===== config.mk =====
export PLATFORM = sky130hd
export DESIGN_NAME = prog_mem_loader
export DESIGN_NICKNAME = d
export VERILOG_FILES = /design/src/rtl/prog_mem_loader.sv
export SDC_FILE = /design/constraint.sdc
export NUM_CORES = 2
export LEC_CHECK = 0
export CAP_MARGIN = 20
export CORE_MARGIN = 2
export CORE_UTILIZATION = 35
export DETAILED_ROUTE_END_ITERATION = 10
export MAX_ROUTING_LAYER = met4
export SLEW_MARGIN = 20
export SYNTH_ARGS = -nofsm -noshare
export SYNTH_HDL_FRONTEND = slang
export SYNTH_SLANG_ARGS = --single-unit

===== constraint.sdc =====
create_clock -name clk -period 3.17 [get_ports clk]
set_input_delay 0.7925 -clock clk [delete_from_list [all_inputs] [get_ports clk]]
set_output_delay 0.7925 -clock clk [all_outputs]
set_load 0.01 [all_outputs]

===== src/rtl/prog_mem_loader.sv =====
// Program memory with a chunked loader front-end and a single-cycle fetch port.
// The loader fills memory from address 0 upward, assembling LOAD_WIDTH chunks
// little-endian into DATA_WIDTH words. The CPU is held until a load completes.
//
// Handshake: a chunk transfers on a rising edge where load_valid and
// load_ready are both high. load_ready depends only on state, never on
// load_valid. The source must hold load_data/load_last stable while
// load_valid is high and load_ready is low.
//
// state_dbg encoding: 0 = IDLE, 1 = LOAD, 2 = RUN.
module prog_mem_loader #(
    parameter int                    PC_WIDTH   = 8,
    parameter int                    DATA_WIDTH = 16,
    parameter int                    DEPTH      = 256,
    parameter int                    LOAD_WIDTH = 8,
    parameter logic [DATA_WIDTH-1:0] NOP_WORD   = '0
) (
    input  logic                  clk,
    input  logic                  res,
    input  logic [PC_WIDTH-1:0]   pc,
    input  logic                  fetch_req,
    output logic [DATA_WIDTH-1:0] ir,
    output logic                  ir_valid,
    output logic                  pc_fault,
    input  logic                  load_start,
    input  logic [LOAD_WIDTH-1:0] load_data,
    input  logic                  load_valid,
    input  logic                  load_last,
    output logic                  load_ready,
    output logic                  load_done,
    output logic                  cpu_hold,
    output logic [1:0]            state_dbg
);

    localparam int N  = DATA_WIDTH / LOAD_WIDTH;
    localparam int CW = (N > 1) ? $clog2(N) : 1;

    localparam logic [CW-1:0]       CNT_MAX   = CW'(N - 1);
    localparam logic [PC_WIDTH-1:0] WADDR_MAX = PC_WIDTH'(DEPTH - 1);
    localparam logic [PC_WIDTH:0]   DEPTH_EXT = (PC_WIDTH + 1)'(DEPTH);

    typedef enum logic [1:0] {
        IDLE = 2'd0,
        LOAD = 2'd1,
        RUN  = 2'd2
    } state_t;

    state_t                state_q, state_d;
    logic [PC_WIDTH-1:0]   waddr_q, waddr_d;
    logic [CW-1:0]         cnt_q, cnt_d;
    logic [DATA_WIDTH-1:0] buf_q, buf_d;
    logic [DATA_WIDTH-1:0] ir_q, ir_d;
    logic                  ir_valid_q, ir_valid_d;
    logic                  pc_fault_q, pc_fault_d;
    logic                  load_done_q, load_done_d;

    logic                  mem_we;
    logic [DATA_WIDTH-1:0] mem_wdata;
    logic [DATA_WIDTH-1:0] word_asm;

    logic [DATA_WIDTH-1:0] mem [DEPTH];

    // Next-state, loader assembly and fetch decode
    always_comb begin
        state_d     = state_q;
        waddr_d     = waddr_q;
        cnt_d       = cnt_q;
        buf_d       = buf_q;
        ir_d        = ir_q;
        ir_valid_d  = 1'b0;
        pc_fault_d  = 1'b0;
        load_done_d = 1'b0;
        mem_we      = 1'b0;
        // Upper chunks of buf_q are always zero, so a short final word is
        // zero-filled without any extra masking.
        word_asm    = buf_q;
        word_asm[int'(cnt_q) * LOAD_WIDTH +: LOAD_WIDTH] = load_data;
        mem_wdata   = word_asm;

        if (load_start) begin
            // Restart wins over everything; any partial word is dropped.
            state_d = LOAD;
            waddr_d = '0;
            cnt_d   = '0;
            buf_d   = '0;
        end else begin
            case (state_q)
                IDLE: begin
                end
                LOAD: begin
                    if (load_valid) begin
                        if (cnt_q == CNT_MAX || load_last) begin
                            mem_we  = 1'b1;
                            buf_d   = '0;
                            cnt_d   = '0;
                            waddr_d = waddr_q + 1'b1;
                            if (load_last || waddr_q == WADDR_MAX) begin
                                state_d     = RUN;
                                load_done_d = 1'b1;
                            end
                        end else begin
                            buf_d = word_asm;
                            cnt_d = cnt_q + 1'b1;
                        end
                    end
                end
                RUN: begin
                    if (fetch_req) begin
                        ir_valid_d = 1'b1;
                        if ({1'b0, pc} < DEPTH_EXT) begin
                            ir_d = mem[pc];
                        end else begin
                            ir_d       = NOP_WORD;
                            pc_fault_d = 1'b1;
                        end
                    end
                end
                default: state_d = IDLE;
            endcase
        end
    end

    // Control and output registers, asynchronously reset
    always_ff @(posedge clk or posedge res) begin
        if (res) begin
            state_q     <= IDLE;
            waddr_q     <= '0;
            cnt_q       <= '0;
            buf_q       <= '0;
            ir_q        <= '0;
            ir_valid_q  <= 1'b0;
            pc_fault_q  <= 1'b0;
            load_done_q <= 1'b0;
        end else begin
            state_q     <= state_d;
            waddr_q     <= waddr_d;
            cnt_q       <= cnt_d;
            buf_q       <= buf_d;
            ir_q        <= ir_d;
            ir_valid_q  <= ir_valid_d;
            pc_fault_q  <= pc_fault_d;
            load_done_q <= load_done_d;
        end
    end

    // Memory array: deliberately not reset so a reset keeps the program
    always_ff @(posedge clk) begin
        if (mem_we) begin
            mem[waddr_q] <= mem_wdata;
        end
    end

    assign ir         = ir_q;
    assign ir_valid   = ir_valid_q;
    assign pc_fault   = pc_fault_q;
    assign load_done  = load_done_q;
    assign load_ready = (state_q == LOAD);
    assign cpu_hold   = (state_q != RUN);
    assign state_dbg  = state_q;

endmodule

== After elaboration in Yosys (flattened, before gate mapping) ==
Memory sizes are Yosys's and may differ from the RTL's. A register that Yosys moved wholly into a read port is not among the register bits.
Index checks and enable logic that the tools add are counted.
Widths: inputs -> output; s select.

* Add/subtract/negate cells: 3
* Multipliers: 0
* Div/mod/pow operators: 0
* Order comparisons: 0
* Eq/ne operators: 8
* Shifts and indexed selects: 2
* Mux-type cells: 32
* Bitwise operators: 1
* Reduce and logical (&&, ||, !) cells: 11

{| class="wikitable"
|+ Operator list
! cell !! count
|-
| $mux 16 || 4
|-
| $neg 4->33 || 1
|-
| $shift 8x33->16 const A || 1
|-
| $shiftx 8x33->16 || 1
|-
| $mux 8 || 4
|-
| $mux 1 || 18
|-
| $bwmux 16 || 1
|-
| $add 8x1->8 const B || 1
|-
| $eq 8x8->1 const B || 1
|-
| $mux 2 || 4
|-
| $ne 3x2->1 const B || 2
|-
| $reduce_and 3->1 || 2
|-
| $reduce_bool 2->1 || 3
|-
| $pmux 2 s2 || 1
|-
| $reduce_and 4->1 || 1
|-
| $ne 3x3->1 const B || 1
|-
| $eq 2x1->1 const B || 1
|-
| $eq 2x2->1 const B || 1
|-
| $logic_not 2->1 || 1
|-
| $logic_or 1x1->1 || 2
|-
| $ne 2x1->1 const B || 1
|-
| $ne 2x2->1 const B || 1
|-
| $reduce_and 2->1 || 1
|-
| $reduce_or 2->1 || 1
|-
| 2 further kinds || 2
|}

* Register bits after elaboration: 29
* Bits in latches: 0
* Bits in writable memories: 4096
* Memory bits (read-only): 0
* Input port bits: 22
* Output and inout bits: 23
* Word-level logic and storage cells: 64
* Memories kept: 1

{| class="wikitable"
|+ Memory list
! name !! depth !! width !! rd ports !! clocked after memory_dff !! write ports !! RTL line !! text
|-
| mem || 256 || 16 || 1 || 1 || 1 || 61 || <nowiki>logic [DATA_WIDTH-1:0] mem [DEPTH];</nowiki>
|}

== Depth between registers and ports, before layout ==
* Word-level depth: 7
* Depth in mapped cells: 13

== Least setup slack after synthesis ==
Ideal clock, no wire load.

* Kind: reg-to-reg
* From: reg cnt_q
* To: mem mem[0][1] (data pin)
* Library setup time: 0.557 ns
* Data arrival time: 2.920 ns
* Setup slack: -0.307 ns
* Stages on the path, launching flop included: 4
* Cell sequence: dfrtp_1 > clkbuf_1 > clkbuf_1 > mux2_2

* Longest elaborated chain between the ends: 3
* Elaborated cells on any way between the ends: 4
* Those cells by class: add/sub (1); shift (2); mux (1)

{| class="wikitable"
|+ Ends and longest elaborated chain
! item !! RTL line !! text
|-
| start, declared || 50 || <nowiki>logic [CW-1:0] cnt_q, cnt_d;</nowiki>
|-
| start signal, assigned || 137 || <nowiki>cnt_q <= cnt_d;</nowiki>
|-
| $neg 4->33 * || 77 || <nowiki>word_asm[int'(cnt_q) * LOAD_WIDTH +: LOAD_WIDTH] = load_data;</nowiki>
|-
| $shiftx 8x33->16 or $shift 8x33->16 (tied branches) || 77 ||
|-
| $bwmux 16 * || 77 ||
|-
| named net mem_wdata[1] || 58 || <nowiki>logic [DATA_WIDTH-1:0] mem_wdata;</nowiki>
|-
| end, declared || 61 ||
|}

Mark *: on every way through the listed nets, which the timed path passes. The rest lies on a longest branch.

==> results.cfg <==
[run_status]
status = finished with violations
failed_checks = setup timing

[global_routing]
antenna_found_initial = 18
track_usage_pct = 19.75
grt_max_degree = 97
grt_pass1_vias = 84260
overflow = 0
grt_pass1_wl_um = 640600

[clock_tree]
cts_buffers = 402
clkTransAtPathRegs_ns = 0.06
insertion_delay_ns = 0.99
clock_path_buffers = 4
cts_tree = done
cts-htree-levels = 5
hold_buffers = 0
cts_setup_buffers = 0
clockRootBuffer = clkbuf_16
cts_sinks = 4141

[route]
viasPerCell = 5.475
dr.pass1.iters = 6
wirelength_um = 455100
drc_errors = 0
ant_nets = 0
drt-wirelength-per-cell_um = 29.42
via_count = 84683
drtIter0Drc = 10272

[timing]
clock.fmax_ghz = 0.3149
setup_ws_ns = -0.005488
setup_viol = 1
finalClockSkew_ns = 0.05682
relSlewSlack_pct = 24.80
hold_viol = 0
tightestPinTransition_ns = 1.116
rsz0062_at_grt = false
fin_crit_sh_pct = 100.2
whs_ns = 0.2293
report.final.slew_viol_count = 0
finalCriticalPeriod_ns = 3.175

[placement]
gp_congestion = 0.9311
port_buffers = 43
placed_area_mm2 = 0.1809
dp_hpwl_um = 299300

[die]
die_h_um = 682.2
die_width_um = 682.2
initial_core_util_pct = 35.08
fp.coreArea_mm2 = 0.4589
rows = 249
dieArea_mm2 = 0.4654
io_pins = 45

[synth]
synth_edf_count = 4096
synth_area_mm2 = 0.1610
yosysSeqAreaShare_pct = 77.10
async_reset_ff_share_pct = 1.087
synth_flop_cell = edfxtp_1
yosys_warnings = 0
synth_cell_type_count = 84
ys_ff_latch = 4141
synth_nets = 7807
netlist_instances = 7781
syn_area_per_cell_um2 = 20.69

[cells_and_area]
nFillCells = 39357
finalInstanceArea_mm2 = 0.1940
area_growth_pct = 20.52
multi_input_area_mm2 = 0.03403
final_cell_mix = edfxtp_1, buf_4, mux4_2
fin_nets = 9010
drive_gt1_share_pct = 28.56
layout_commonest_cell = edfxtp_1
final-seq-area_mm2 = 0.1241

[power_and_ir_drop]
p_per_area_mw_per_mm2 = 591.2
power_leakage_nw = 65.92
vdd_ir_drop_max_uv = 472.9

[setup_path]
crit_fanout = 25
rr_worst_depth = 10
endpoint_kind = flop
crit_type = primary input to flop
crit_required_ns = 4.07
crit_arrival_ns = 4.08
critPathLaunchType = primary input

[hold_path]
hp-class = primary input to asynchronous set/reset pin

[run]
maxCapViolCount = 0
## path summary, 6_finish.rpt
kind	from	to	slack, ns
min	res	buf_q[14]	0.23
min reg2reg	buf_q[3]	buf_q[3]	0.51
min in group clk	buf_q[3]	buf_q[3]	0.51
max	pc[1]	ir[11]	-0.005
max in group asynchronous	res	ir[8]	2.28
max reg2reg	state_dbg[0]	ir[1]	0.03
## cells in the mapped netlist (36+ instances only)
cell	count	area [um^2]
nand3_1	61	305.3
mux4_2	645	14530
mux2_2	59	664.4
mux4_1	64	1682
o22ai_1	169	1057
o221ai_1	123	1077
a22oi_1	98	735.7
a2111oi_0	39	341.6
clkbuf_1	142	533.0
a21oi_1	154	770.7
a211oi_1	68	510.5
buf_2	84	420.4
nand2_1	284	1066
dfrtp_1	45	1126
mux2i_1	643	6436
buf_8	36	540.5
buf_6	74	833.3
buf_4	87	653.1
nor2_1	318	1194
o21ai_0	99	495.5
a221oi_1	48	420.4
nor3_1	36	180.2
edfxtp_1	4096	123000
## kinds of logic after synthesis
group                    share of synthesized area (%)
AO/OA/AOI/OAI                                    3.890
XOR/XNOR                                       0.03264
adder cells (fa/ha/maj)                        0.03109
buffers and inverters                            2.216
flip-flops                                       77.10
multiplexers                                     14.48
other                                         0.002329
AND/OR/NAND/NOR                                  2.256
## critical path, stage by stage
cell and delay, ns:
buf_8 0.11, buf_4 0.27, buf_4 0.39, mux4_2 0.29, nand2_1 0.07, a21oi_1 0.36
a2111oi_0 0.14, buf_4 0.17, a21oi_1 0.58, o211ai_1 0.49, buf_12 0.26, o21ai_1 0.11
## layout make-up
type                    instances  area share (%)
repair buffers               1270           7.769
flip-flops and latches       4141           63.98
clock inverters               252           1.320
diodes                          9         0.01161
clock buffers                 478           5.380
well taps                    6149           3.965
inverters                      18         0.03933
multi-input cells            3151           17.54
## report_power, final
group	leakage, nW	switching [mW]	internal [mW]
logic	19.5	4.05	2.44
clock network	6.32	20.6	26.9
registers	40.1	0.282	60.4
## repair_timing
item                                    4_1_cts  5_1_grt
pin swaps                                    10        5
resized for setup                            32       10
endpoints found under the setup margin       22        8
## stage by stage
| stage | cells | utilization (%) | TNS, ns | setup WS, ns | power (mW) |
|---|---|---|---|---|---|
| global route | 15463 | 42.28 | 0 | 0.001230 | 117.6 |
| global placement | 14730 | 39.41 | -65.86 | -1.710 | 68.20 |
| floorplan | 7781 | - | -799.67 | -0.3073 | 64.99 |
| finish | 15468 | 42.28 | -0.005488 | -0.005488 | 114.7 |
| CTS | 15461 | 42.27 | -0.02663 | -0.02663 | 115.4 |
| detailed placement | 14731 | 39.41 | -90.15 | -1.417 | 68.31 |
## registers in the layout, indices dropped and copies added, names as in the netlist
signal / flops
waddr_q: 8
cnt_q: 1
ir_valid: 1
state_dbg: 2
buf_q: 16
load_done: 1
mem: 4096
ir: 16
## per-layer routing
| metal | vias up | global-route usage (%) | share of wire (%) | routed length (um) |
|---|---|---|---|---|
| met5 | - | - | 0 | 0 |
| met4 | 0 | 7.401 | 4.4 | 20230 |
| met3 | 714 | 3.074 | 7.9 | 36060 |
| met2 | 3811 | 31.25 | 48 | 217500 |
| met1 | 45277 | 25.85 | 40 | 181300 |
| li1 | 34881 | - | - | - |
No activity file was read; power rests on OpenSTA's default activity.
